==> src/rtl/uart_tx_arbiter.sv <==
// Round-robin, message-granular arbiter that shares one UART transmit byte path
// between NUM_REQ requesters, with an idle-hold timeout and a one-byte output register.
module uart_tx_arbiter #(
  parameter int  NUM_REQ      = 4,
  parameter int  HOLD_TIMEOUT = 1024,
  localparam int IDW          = $clog2(NUM_REQ)
) (
  input  logic                 clk,
  input  logic                 reset,
  input  logic [NUM_REQ-1:0]   req_valid,
  input  logic [8*NUM_REQ-1:0] req_data,
  input  logic [NUM_REQ-1:0]   req_last,
  output logic [NUM_REQ-1:0]   req_ready,
  output logic [7:0]           out_data,
  output logic                 out_valid,
  input  logic                 out_ready,
  output logic [IDW-1:0]       grant_id,
  output logic                 busy,
  output logic                 timeout
);

  // Handshakes: a byte moves on req_valid[i] & req_ready[i] (requester side) and on
  // out_valid & out_ready (controller side); neither valid may depend on its ready.

  typedef enum logic {IDLE, LOCKED} state_t;

  localparam logic [31:0] HOLD_LIMIT = 32'(HOLD_TIMEOUT - 1);

  state_t         state, state_nx;
  logic [IDW-1:0] grant_nx;
  logic [31:0]    hold_cnt, hold_cnt_nx;
  logic           timeout_nx;

  logic [7:0]     data_arr [NUM_REQ];
  logic [IDW-1:0] winner;
  logic           any_valid;
  logic           g_valid, g_last, slot_free, hs;
  logic [7:0]     g_data;

  always_comb begin
    for (int i = 0; i < NUM_REQ; i++) begin
      data_arr[i] = req_data[8*i +: 8];
    end
  end

  // Scan downward so the lowest offset from grant_id+1 overwrites last and wins.
  always_comb begin
    winner    = grant_id;
    any_valid = 1'b0;
    for (int k = NUM_REQ; k >= 1; k--) begin
      logic [IDW-1:0] cand;
      cand = IDW'((int'(grant_id) + k) % NUM_REQ);
      if (req_valid[cand]) begin
        winner    = cand;
        any_valid = 1'b1;
      end
    end
  end

  assign g_valid   = req_valid[grant_id];
  assign g_last    = req_last[grant_id];
  assign g_data    = data_arr[grant_id];
  assign slot_free = !out_valid || out_ready;
  assign hs        = (state == LOCKED) && g_valid && slot_free;
  assign busy      = (state == LOCKED);

  always_comb begin
    req_ready = '0;
    if (state == LOCKED) begin
      req_ready[grant_id] = slot_free;
    end
  end

  always_comb begin
    state_nx    = state;
    grant_nx    = grant_id;
    hold_cnt_nx = hold_cnt;
    timeout_nx  = 1'b0;
    case (state)
      IDLE: begin
        hold_cnt_nx = '0;
        if (any_valid) begin
          state_nx = LOCKED;
          grant_nx = winner;
        end
      end
      LOCKED: begin
        if (hs) begin
          hold_cnt_nx = '0;
          if (g_last) begin
            state_nx = IDLE;
          end
        end else if (HOLD_TIMEOUT != 0) begin
          // The held output byte is left alone on a forced release and still drains.
          if (hold_cnt == HOLD_LIMIT) begin
            state_nx   = IDLE;
            timeout_nx = 1'b1;
          end else if (hold_cnt != 32'hFFFF_FFFF) begin
            hold_cnt_nx = hold_cnt + 32'd1;
          end
        end
      end
      default: state_nx = IDLE;
    endcase
  end

  always_ff @(posedge clk or negedge reset) begin
    if (!reset) begin
      state    <= IDLE;
      grant_id <= IDW'(NUM_REQ - 1);
      hold_cnt <= '0;
      timeout  <= 1'b0;
    end else begin
      state    <= state_nx;
      grant_id <= grant_nx;
      hold_cnt <= hold_cnt_nx;
      timeout  <= timeout_nx;
    end
  end

  // Drain and refill may coincide, sustaining one byte per cycle.
  always_ff @(posedge clk or negedge reset) begin
    if (!reset) begin
      out_valid <= 1'b0;
      out_data  <= '0;
    end else if (hs) begin
      out_valid <= 1'b1;
      out_data  <= g_data;
    end else if (out_ready) begin
      out_valid <= 1'b0;
    end
  end

endmodule

==> config.mk <==
export PLATFORM = sky130hd
export DESIGN_NAME = uart_tx_arbiter
export DESIGN_NICKNAME = d
export VERILOG_FILES = /design/src/rtl/uart_tx_arbiter.sv
export SDC_FILE = /design/constraint.sdc
export NUM_CORES = 1
export LEC_CHECK = 0
export CAP_MARGIN = 5
export CORE_MARGIN = 1.5
export CORE_UTILIZATION = 33
export CTS_CLUSTER_DIAMETER = 150
export DETAILED_ROUTE_END_ITERATION = 6
export PLACE_DENSITY = 0.62
export SYNTH_ARGS = -nofsm -noshare
export SYNTH_HDL_FRONTEND = slang
export SYNTH_SLANG_ARGS = --single-unit
==> constraint.sdc <==
create_clock -name clk -period 3.45 [get_ports clk]
set_input_delay 0.8625 -clock clk [delete_from_list [all_inputs] [get_ports clk]]
set_output_delay 0.8625 -clock clk [all_outputs]
set_load 0.005 [all_outputs]
# After elaboration in Yosys (flattened, before gate mapping)
# Cells that the tools add are included.
# word_totals
mem_count	0
latch_bits	0
input_bits	43
wordCells	74
regBits	45
mem_bits_rw	0
rom_bits	0
# op_classes
add_sub_neg	5
n_shift	0
n_bitwise	3
div_mod_pow	0
mux	40
n_eq_ne	4
order_cmp	7
n_reduce_logical	9
mul	0
# ops
cell	count
32-bit 2-to-1 mux	3
32-bit case mux with 2 select lines	1
32-bit by 1-bit adder with 32-bit output (second input constant)	1
32-bit by 10-bit equality test with 1-bit output (second input constant)	1
32-bit inequality test (second input constant)	1
1-bit 2-to-1 mux	20
8-bit binary-select mux with 2-bit select	1
8-bit 2-to-1 mux	2
2-bit by 3-bit less-than comparator with 1-bit output (second input constant)	5
1-bit binary-select mux with 2-bit select	6
2-bit 2-to-1 mux	4
2-bit by 1-bit adder with 2-bit output (second input constant)	2
2-bit adder (second input constant)	2
4-bit bitwise AND	1
4-bit 2-to-1 mux	1
4-bit nonzero test	1
3-bit greater-or-equal comparator (second input constant)	1
1-bit logical AND	3
3-bit by 1-bit inequality test with 1-bit output (second input constant)	1
3-bit inequality test (second input constant)	1
2-bit inverter with 3-bit output	1
3-bit AND reduction	1
1-bit demux with 2-bit select	1
2-bit by 1-bit greater-or-equal comparator with 1-bit output (second input constant)	1
6 further kinds	6

# Longest topological paths before layout
# Gate-level depths: netlist of the first run.
# logic_depth
depth_word	9
mapped_depth	8
ltp_nobuf	6

# Worst setup path before layout of the first run
# No wires, ideal clock.
# synth_timing
path_type	register to output
from	register grant_id[0]
to	output req_ready[0]
setup_slack_ps	886
n_path_buf	2
stages_incl_launch_ff	6
t_arrival_ps	1701
required_ps	2588
cell_sequence	dfstp_2 buf_2 buf_1 inv_1 ha_1 and3_1
# synth_via
elab_chain_len	6
word_cells_on_any_way	7
cone_classes	order compare (2); mux (3); bitwise (1); reduce/logical (1)
# synth_rtl
item	line_no	source
from (decl)	17	output logic [IDW-1:0] grant_id,
from (signal assigned)	110	grant_id <= IDW'(NUM_REQ - 1);
from (signal assigned)	115	grant_id <= grant_nx;
2-bit by 3-bit less-than comparator with 1-bit output (implied by the code) or 2-bit by 1-bit greater-or-equal comparator with 1-bit output (tied branches)	70	req_ready[grant_id] = slot_free;
1-bit logical AND (implied by the code)	70	
1-bit 2-to-1 mux (implied by the code)	70	
1-bit demux with 2-bit select (*)	70	
4-bit bitwise AND (no source line) (*)	-	
4-bit 2-to-1 mux (*)	69	if (state == LOCKED) begin
to (decl)	13	output logic [NUM_REQ-1:0] req_ready,
# Mark *: on every way between the ends. The rest lies on a longest branch, timed or not.

# Worst setup path after layout of the first run
# layout_timing
from	input out_ready
to	output req_ready[1]
# layout_via
elab_chain_len	3
# layout_rtl
item	line_no	source
from (decl)	16	input logic out_ready,
1-bit logical OR	63	assign slot_free = !out_valid || out_ready;
4-bit bitwise AND (no source line)	-	
4-bit 2-to-1 mux	69	
# Every way passes these cells.

==> results of run 1 <==
-- cells by family after synthesis --
logic type	after synthesis	share of synthesized area, %
buffers and inverters	16	2.87
AO/OA/AOI/OAI	44	10.0
XOR/XNOR	24	7.65
AND/OR/NAND/NOR	100	22.0
flip-flops	45	41.1
adder cells (fa/ha/maj)	5	2.28
multiplexers	25	14.2
-- worst max-delay path by stage --
stage,cells after the start,endpoint,slack (ps),start
floorplan,5,req_ready[0],890,grant_id[0]$_DFFE_PN1P_
finish,4,req_ready[1],430,out_ready
global route,4,req_ready[0],300,grant_id[0]$_DFFE_PN1P_
CTS,4,req_ready[1],410,out_ready
detailed placement,4,req_ready[1],410,out_ready
global placement,4,req_ready[0],440,out_ready
-- cell usage in the layout (no fill, tap or decap), types with 4 or more instances in the layout --
cell type        netlist  layout
nand3_1               16      16
xor2_1                14      14
nor2_1                14      14
mux2i_1                4       4
dfrtp_1               43      43
nor3_1                 4       4
inv_1                  4       4
and4_1                 7       7
a21oi_2               10      10
and3_1                11      11
clkdlybuf4s50_1        0      58
clkbuf_8               0       5
o21ai_0                8       8
mux4_2                10      10
mux2_2                11      11
nand4_1                8       8
a21oi_1               20      20
xnor2_1               10      10
nor4_1                 9       9
and2_1                 4       4
ha_1                   5       5
nand2_1               13      13
-- state kept, by name (all words and copies together) (netlist names) --
name	flops
hold_cnt	32
out_data	8
grant_id	2
busy	1
out_valid	1
timeout	1
-- area by class of cell --
type,instances,area [um^2]
fill,761,4600
multi-input combinational,198,1540
sequential,45,1130
timing repair buffer,61,601
tap,105,131
clock buffer,5,68.8
clock inverter,3,46.3
inverter,4,15.0
-- routing by layer --
metal	global-route usage [%]	wire length, um	up-vias
li1	-	-	1075
met1	18.4	2660	1068
met2	24.7	2890	53
met3	4.69	347	9
met4	3.48	61	0
met5	0	0	-
-- power by group --
part / internal [mW] / switching [mW] / leakage [nW] / total [mW]
sequential: 0.626 / 0.137 / 0.594 / 0.763
clock: 0.217 / 0.192 / 0.0543 / 0.409
combinational: 0.479 / 0.321 / 0.749 / 0.800
-- worst register-to-register path, delay by kind of cell, from the launching register on --
kind          cells  cell delay, ps
flops             1             860
mux               1             630
simple gates      3             570
buf+inv           1             250
==> metrics.md, run 1 <==
| Metric | Value |
|---|---|
| Status | `finished clean` |
| Final setup vio count | `0` |
| Worst-path cell chain | `clkdlybuf4s50_1, nand2b_1, and3_1, clkdlybuf4s50_1` |
| Startpoint Class | `input port` |
| CTS Hold Bufs | `0` |
| Period utilisation layout | `87.6%` |
| Crit path arrival time | `2160 ps` |
| Sequential fraction of the synthesis area | `41.1%` |
| Final critical-path required period | `3020 ps` |
| Initial Util | `33.8%` |
| Placed wire-length estimate | `4250 um` |
| CP Data Required Time | `2590 ps` |
| Via density | `5.24` |
| Clock latency on the worst-skew pair | `300 ps` |
| DR DRC count | `0` |
| CTS Buf Count | `5` |
| Crit Path Category | `input port to output pin` |
| CTS H-tree depth | `2` |
| Layout Skew | `11.6 ps` |
| Die height | `94.3 um` |
| Clock-pin slew on the worst setup and hold paths | `90 ps` |
| Syn Area/Cell | `10.6 um^2` |
| Slew Viols, Final | `0` |
| Mapped Cells | `259` |
| Hold Startpoint | `out_data[0]$_DFFE_PN0P_` |
| Total track usage | `14.7%` |
| TritonCTS clock tree | `built` |
| Vias after detailed routing | `2205` |
| Final Worst Setup Slack | `427 ps` |
| Critical Path Sink Type | `output pin` |
| Slew margin rel. | `33.7%` |
| CTS max path bufs | `2` |
| Hold Path Class | `flip-flop to flip-flop` |
| Number of global-route vias before repair | `2277` |
| Post-CTS Setup Bufs | `0` |
| Drt wl/cell | `14.1 um` |
| Initial detailed-routing violation count | `81` |
| Max stage delay on crit path | `500 ps` |
| Synth Flop Type | `dfrtp_1` |
| ANT cells | `0` |
| Post-Route WL | `5950 um` |
| Place WS | `411 ps` |
| Core ar. | `0.00813 mm^2` |
| Design Area, Final | `0.00353 mm^2` |
| Initial antenna violation count | `0` |
| DRT antenna net count | `0` |
| RSZ-0062 raised after global routing | `false` |
| Max Fclk | `331 MHz` |
| Most frequent cell after synthesis | `dfrtp_1` |
| P&R area growth vs syn | `28.5%` |
| Leading cell types by count after synthesis | `dfrtp_1, a21oi_1, nand3_1` |
| Dpl cells | `413` |
| Worst Tran Pin Value | `995 ps` |
| Port Buf Inserts | `59` |
| Max Cap Viol | `0` |
| Root Driver | `clkbuf_8` |
| Power, Total | `1.97 mW` |
| Worst hold path endpoint | `out_data[0]$_DFFE_PN0P_` |
| Fin. Hold Viols | `0` |
| Post-synth top area cell | `dfrtp_1` |
| Post-CTS resize count | `0` |
| Power Dens Cells | `558 mW/mm^2` |
| Nets@finish | `363` |
| Worst path slowest cell | `clkdlybuf4s50_1` |
| Number of I/O pins | `60` |
| Mapped Area | `0.00275 mm^2` |
| P_leak | `1.40 nW` |
| Synth area leaders | `dfrtp_1, mux4_2, mux2_2` |
| DRT Pass-1 Iters | `4` |
| Routability congestion estimate | `0.809` |
| Hold_ws | `514 ps` |
| Worst vdd ir | `0.000302 V` |
| Fraction of layout cells with a size suffix above 1 | `16.8%` |
| YS warnings | `0` |
| EDFF count, synth | `0` |
| RR Endpoint | `hold_cnt[31]$_DFFE_PN0P_` |
| Post-synth ARST share | `100%` |
| Final setup TNS | `0 ps` |
| RR Startpoint | `grant_id[0]$_DFFE_PN1P_` |
| Die Wd | `94.3 um` |
| Crit-path max FO | `6` |
| Syn Nets | `307` |
| Grt total ovfl | `0` |
| CTS sink cnt | `45` |
| Hold path cells | `1` |
| CP top delay family | `buffers and inverters` |
| Placed cell area | `0.00342 mm^2` |
| Distinct cells, synth | `43` |
| Die ar. | `0.00889 mm^2` |
| Fin cells | `421` |
| Flops & latches, synth | `45` |
| CP dominant cell by count | `clkdlybuf4s50_1` |
| Worst reg2reg path depth | `5` |
| Internal reg-to-reg setup slack | `1070 ps` |
| Rows | `33` |
| Largest net degree at the start of global routing | `46` |
| First-pass GRT wire length | `10500 um` |
| Buf/Inv on CP | `2` |
| Top-area cell type share of the netlist area | `39.1%` |
| Fin util | `43.4%` |
No activity file was read; power rests on OpenSTA's default activity.
==> run 2, diff against run 1 <==
- PLACE_DENSITY: 0.62 -> not set
- PLACE_DENSITY_LB_ADDON: not set -> 0.1
==> run 2 against run 1 <==
  * Fmax decreased by 0.32%
  * Critical endpoint is now req_ready[2]
  * Sequential power about the same
  * Clock power decreased by 22%
  * Non-clock buffer count increased by 1
  * First-iteration DRC count increased by 16%
  * Largest power group unchanged
  * Largest cell class unchanged
  * Utilization decreased by 0.31 points
  * Global-route usage increased by 0.063 points
  * Worst hold slack got worse by 5.0 ps
==> metrics.md, run 2 (synthesis results as in run 1) <==
| Metric | Value |
|---|---|
| Status | `finished clean` |
| Post-CTS resize count | `0 (unchanged)` |
| ANT cells | `0 (unchanged)` |
| RR Endpoint | `hold_cnt[31]$_DFFE_PN0P_` |
| Via density | `5.11 (-2.5%)` |
| Layout Skew | `10.7 ps (-0.883 ps)` |
| Fin. Hold Viols | `0 (unchanged)` |
| DRT Pass-1 Iters | `4 (unchanged)` |
| Commonest cells after routing, fill and taps aside | `clkdlybuf4s50_1, dfrtp_1, a21oi_1, nand3_1` |
| First-pass GRT wire length | `10300 um (-1.4%)` |
| CTS sink cnt | `45 (unchanged)` |
| Die ar. | `0.00889 mm^2 (unchanged)` |
| Multi-input gate area | `0.00154 mm^2 (unchanged)` |
| Fillers | `771 (+1.3%)` |
| Max stage delay on crit path | `490 ps (about the same)` |
| Die Wd | `94.3 um (unchanged)` |
| Total track usage | `14.8% (+0.063 points)` |
| Commonest non-fill, non-tap cell in the layout | `clkdlybuf4s50_1` |
| Fin util | `43.1% (-0.31 points)` |
| Startpoint Class | `input port` |
| DR DRC count | `0 (unchanged)` |
| Place WS | `416 ps (+4.92 ps)` |
| Worst Setup SP | `out_ready` |
| Clock latency on the worst-skew pair | `300 ps (about the same)` |
| P_leak | `1.39 nW (-0.28%)` |
| Worst reg2reg path depth | `5 (unchanged)` |
| Crit-path max FO | `6 (unchanged)` |
| Initial antenna violation count | `0 (unchanged)` |
| Fraction of layout cells with a size suffix above 1 | `16.7% (-0.053 points)` |
| Max Cap Viol | `0 (unchanged)` |
| Power Dens Cells | `537 mW/mm^2 (-3.7%)` |
| Largest net degree at the start of global routing | `46 (unchanged)` |
| CP Data Required Time | `2590 ps (about the same)` |
| CP top delay family | `buffers and inverters` |
| Grt total ovfl | `0 (unchanged)` |
| Buf/Inv on CP | `2 (unchanged)` |
| Period utilisation layout | `87.9% (+0.28 points)` |
| CTS Hold Bufs | `0 (unchanged)` |
| Initial detailed-routing violation count | `94 (+16%)` |
| Design Area, Final | `0.00351 mm^2 (-0.71%)` |
| Crit path arrival time | `2170 ps (about the same)` |
| Placed wire-length estimate | `4180 um (-1.6%)` |
| Internal reg-to-reg setup slack | `1070 ps (about the same)` |
| Number of I/O pins | `60 (unchanged)` |
| Slew Viols, Final | `0 (unchanged)` |
| DRT antenna net count | `0 (unchanged)` |
| TritonCTS clock tree | `built` |
| Worst Tran Pin Value | `1010 ps (+17.4 ps)` |
| Worst path slowest cell | `clkdlybuf4s50_1` |
| Vias after detailed routing | `2156 (-2.2%)` |
| CTS H-tree depth | `2 (unchanged)` |
| Root Driver | `clkbuf_8` |
| Nets@finish | `364 (+0.28%)` |
| CP dominant cell by count | `clkdlybuf4s50_1` |
| Final setup vio count | `0 (unchanged)` |
| Register area | `0.00113 mm^2 (unchanged)` |
| Final Worst Setup Slack | `417 ps (-9.68 ps)` |
| Final setup TNS | `0 ps (unchanged)` |
| Worst vdd ir | `0.000231 V (-24%)` |
| RSZ-0062 raised after global routing | `false` |
| Critical Path Sink Type | `output pin` |
| Crit Path Category | `input port to output pin` |
| CTS Buf Count | `5 (unchanged)` |
| Port Buf Inserts | `59 (unchanged)` |
| Rows | `33 (unchanged)` |
| Drt wl/cell | `14.1 um (-0.24%)` |
| Number of global-route vias before repair | `2124 (-6.7%)` |
| Clock-pin slew on the worst setup and hold paths | `90 ps (about the same)` |
| Largest registers | `hold_cnt (32), out_data (8), grant_id (2)` |
| Worst-path cell chain | `clkdlybuf4s50_1, nand2b_1, and3_1, clkdlybuf4s50_1` |
| Post-CTS Setup Bufs | `0 (unchanged)` |
| Post-Route WL | `5950 um (unchanged)` |
| Routability congestion estimate | `0.755 (-6.6%)` |
| WP depth | `4 (unchanged)` |
| Slew margin rel. | `32.5% (-1.2 points)` |
| Max Fclk | `330 MHz (-0.32%)` |
| Hold Path Class | `flip-flop to flip-flop` |
| Final critical-path required period | `3030 ps (+9.68 ps)` |
| P&R area growth vs syn | `27.6%` |
| Placed cell area | `0.00342 mm^2 (+0.22%)` |
| Power, Total | `1.88 mW (-4.4%)` |
| Largest register FFs | `32 (unchanged)` |
| Die height | `94.3 um (unchanged)` |
| Most flops, register | `hold_cnt` |
| CTS max path bufs | `2 (unchanged)` |
| Worst setup endpoint | `req_ready[2]` |
| Core ar. | `0.00813 mm^2 (unchanged)` |
| Initial Util | `33.8% (unchanged)` |
| RR Startpoint | `grant_id[0]$_DFFE_PN1P_` |
## run 2: report_power, final
group,internal [mW],switching [mW],leakage (nW)
clock network,0.141,0.178,0.0450
logic,0.477,0.325,0.754
registers,0.626,0.138,0.594
## run 2: cell type report
type / count / area share (%)
repair buffers: 62 / 17.3
inverters: 4 / 0.428
flip-flops and latches: 45 / 32.2
clock buffers: 6 / 2.07
clock inverters: 2 / 0.285
multi-input cells: 198 / 44.0
well taps: 105 / 3.75
## run 2: how the worst min path moves through the flow
stage                                          to               startpoint  cells after the start
final                     out_data[4]$_DFFE_PN0P_  out_data[4]$_DFFE_PN0P_                      1
after global routing      out_data[4]$_DFFE_PN0P_  out_data[4]$_DFFE_PN0P_                      1
after CTS                 out_data[4]$_DFFE_PN0P_  out_data[4]$_DFFE_PN0P_                      1
after detailed placement  out_data[6]$_DFFE_PN0P_  out_data[6]$_DFFE_PN0P_                      1
after global placement    out_data[2]$_DFFE_PN0P_  out_data[2]$_DFFE_PN0P_                      1
after floorplan           out_data[0]$_DFFE_PN0P_  out_data[0]$_DFFE_PN0P_                      1
## run 2: worst reg2reg max path: stages, from the launching register on
cell and delay, ps:
dfstp_2 850, mux4_2 640, nand2_2 240, nand3_1 110, buf_4 260, nor3_1 220
## run 2: per-stage QoR
| stage | instances | hold WS [ps] |
|---|---|---|
| floorplan | 259 | 504 |
| finish | 422 | 509 |
| detailed placement | 414 | 494 |
| CTS | 422 | 514 |
| global placement | 414 | 486 |
| global route | 422 | 537 |
## run 2: routing by layer
layer	vias up	GRT usage, %	part of all wire, %
met3	6	4.61	6.1
met2	56	22.7	44
met4	0	3.36	0.91
met5	-	0	0
li1	1077	-	-
met1	1017	20.3	49
==> run 3, diff against run 2 <==
- PLACE_DENSITY_LB_ADDON: 0.1 -> not set
==> run 3 against run 2 <==
  * Non-clock buffer count down 1
  * Clock power up 22%
  * Fmax down 0.46%
  * Cell area up 0.39%
  * Largest power group unchanged
  * Highest routed layer unchanged
==> metrics.md, run 3 (synthesis results as in run 1) <==
| Metric | Value |
|---|---|
| Status | `finished clean` |
| Final critical-path required period | `3050 ps (+13.9 ps)` |
| Routability congestion estimate | `0.738 (-2.3%)` |
| Slew Viols, Final | `0 (unchanged)` |
| Worst reg2reg path depth | `5 (unchanged)` |
| Post-CTS resize count | `0 (unchanged)` |
| RSZ-0062 raised after global routing | `false` |
| Placed cell area | `0.00342 mm^2 (-0.22%)` |
| Startpoint Class | `input port` |
| Final Worst Setup Slack | `404 ps (-13.9 ps)` |
| Most flops, register | `hold_cnt` |
| Die ar. | `0.00889 mm^2 (unchanged)` |
| CTS Hold Bufs | `0 (unchanged)` |
| DR DRC count | `0 (unchanged)` |
| Worst vdd ir | `0.000282 V (+22%)` |
| Initial detailed-routing violation count | `83 (-12%)` |
| Hold_ws | `508 ps (-1.07 ps)` |
| Rows | `33 (unchanged)` |
| Worst Tran Pin Value | `1010 ps (-6.71 ps)` |
| Dpl cells | `413 (-0.24%)` |
| ANT cells | `0 (unchanged)` |
| Die height | `94.3 um (unchanged)` |
| Power Dens Cells | `554 mW/mm^2 (+3.1%)` |
| Root Driver | `clkbuf_8` |
| Crit Path Category | `input port to output pin` |
| Multi-input gate area | `0.00154 mm^2 (unchanged)` |
| Total track usage | `14.5% (-0.32 points)` |
| Final setup TNS | `0 ps (unchanged)` |
| Fraction of layout cells with a size suffix above 1 | `16.5% (-0.21 points)` |
| Clock latency on the worst-skew pair | `300 ps (about the same)` |
| P_leak | `1.40 nW (+0.26%)` |
| Crit-path max FO | `6 (unchanged)` |
| Critical Path Sink Type | `output pin` |
| Nets@finish | `363 (-0.27%)` |
| Commonest non-fill, non-tap cell in the layout | `clkdlybuf4s50_1` |
| Hold Path Class | `flip-flop to flip-flop` |
| RR Endpoint | `hold_cnt[31]$_DFFE_PN0P_` |
| P&R area growth vs syn | `28.1%` |
| Internal reg-to-reg setup slack | `1090 ps (+20 ps)` |
| DRT antenna net count | `0 (unchanged)` |
| Placed wire-length estimate | `4210 um (+0.85%)` |
| Crit path arrival time | `2180 ps (about the same)` |
| CTS max path bufs | `2 (unchanged)` |
| Max Cap Viol | `0 (unchanged)` |
| Layout Skew | `6.78 ps (-3.96 ps)` |
| Commonest cells after routing, fill and taps aside | `clkdlybuf4s50_1, dfrtp_1, a21oi_1, nand3_1` |
| Post-Route WL | `5940 um (-0.13%)` |
| DRT Pass-1 Iters | `5 (+1)` |
| Fin. Hold Viols | `0 (unchanged)` |
| Port Buf Inserts | `59 (unchanged)` |
| Register area | `0.00113 mm^2 (unchanged)` |
| Die Wd | `94.3 um (unchanged)` |
| CTS H-tree depth | `2 (unchanged)` |
| Worst hold path endpoint | `out_data[2]$_DFFE_PN0P_` |
| Fin cells | `420 (-0.47%)` |
| Period utilisation layout | `88.3% (+0.40 points)` |
| Fillers | `778 (+0.91%)` |
| Via density | `5.18 (+1.3%)` |
| Largest net degree at the start of global routing | `46 (unchanged)` |
| Max Fclk | `328 MHz (-0.46%)` |
| Largest registers | `hold_cnt (32), out_data (8), grant_id (2)` |
| CTS sink cnt | `45 (unchanged)` |
| Post-CTS Setup Bufs | `0 (unchanged)` |
| Number of global-route vias before repair | `2084 (-1.9%)` |
| Grt total ovfl | `0 (unchanged)` |
| RR Startpoint | `grant_id[0]$_DFFE_PN1P_` |
| Design Area, Final | `0.00352 mm^2 (+0.39%)` |
| Number of I/O pins | `60 (unchanged)` |
| Final setup vio count | `0 (unchanged)` |
| Core ar. | `0.00813 mm^2 (unchanged)` |
| Initial Util | `33.8% (unchanged)` |
| CTS Buf Count | `5 (unchanged)` |
| First-pass GRT wire length | `10200 um (-1.0%)` |
| Drt wl/cell | `14.1 um (+0.34%)` |
| Largest register FFs | `32 (unchanged)` |
| Place WS | `402 ps (-14.0 ps)` |
| Slew margin rel. | `32.4% (-0.11 points)` |
| Clock-pin slew on the worst setup and hold paths | `80 ps (about the same)` |
| Initial antenna violation count | `0 (unchanged)` |
| Hold Startpoint | `out_data[2]$_DFFE_PN0P_` |
| CP Data Required Time | `2590 ps (about the same)` |
| TritonCTS clock tree | `built` |
| Vias after detailed routing | `2174 (+0.83%)` |
| Hold path cells | `1 (unchanged)` |
-- run 3: cell count changes in the layout (fill, tap and decap cells not counted), sizes merged --
cell	previous run	this run
bufinv	0	1
clkbuf	6	5
clkinv	2	1
buf	4	3
-- run 3: layer usage --
metal | track usage (%) | wire [um]
met5 | 0 | 0
met4 | 2.99 | 52
met2 | 22.5 | 2700
met3 | 4.94 | 372
met1 | 19.5 | 2820
-- run 3: area by class of cell --
type                            instances  area share, %
Clock inverter                          2          0.995
Clock buffer                            5           1.95
Sequential cell                        45           32.1
Timing Repair Buffer                   61           17.1
Multi-Input combinational cell        198           43.8
Tap cell                              105           3.73
Inverter                                4          0.426
-- run 3: critical path, cell delays in order --
cell and delay [ps]:
clkdlybuf4s50_1 440, nand2b_1 180, and3_1 180, clkdlybuf4s50_1 510
-- run 3: worst max-delay path by stage --
| stage | from | end |
|---|---|---|
| final | out_ready | req_ready[2] |
| after CTS | out_ready | req_ready[2] |
| after global routing | grant_id[0]$_DFFE_PN1P_ | req_ready[2] |
| after floorplan | grant_id[0]$_DFFE_PN1P_ | req_ready[0] |
| after detailed placement | out_ready | req_ready[2] |
| after global placement | out_ready | req_ready[3] |
-- run 3: power by group --
group	switching, mW	internal (mW)	total [mW]
Combinational	0.322	0.479	0.801
Sequential	0.135	0.626	0.761
Clock	0.179	0.211	0.390
Total	0.636	1.32	1.95
-- run 3: through the flow --
stage / total power [mW] / util [%]
2_1_floorplan: 1.25 / -
3_3_place_gp: 1.58 / 42.0
3_5_place_dp: 1.59 / 42.0
4_1_cts: 1.98 / 43.3
5_1_grt: 2.10 / 43.3
6_report: 1.95 / 43.3
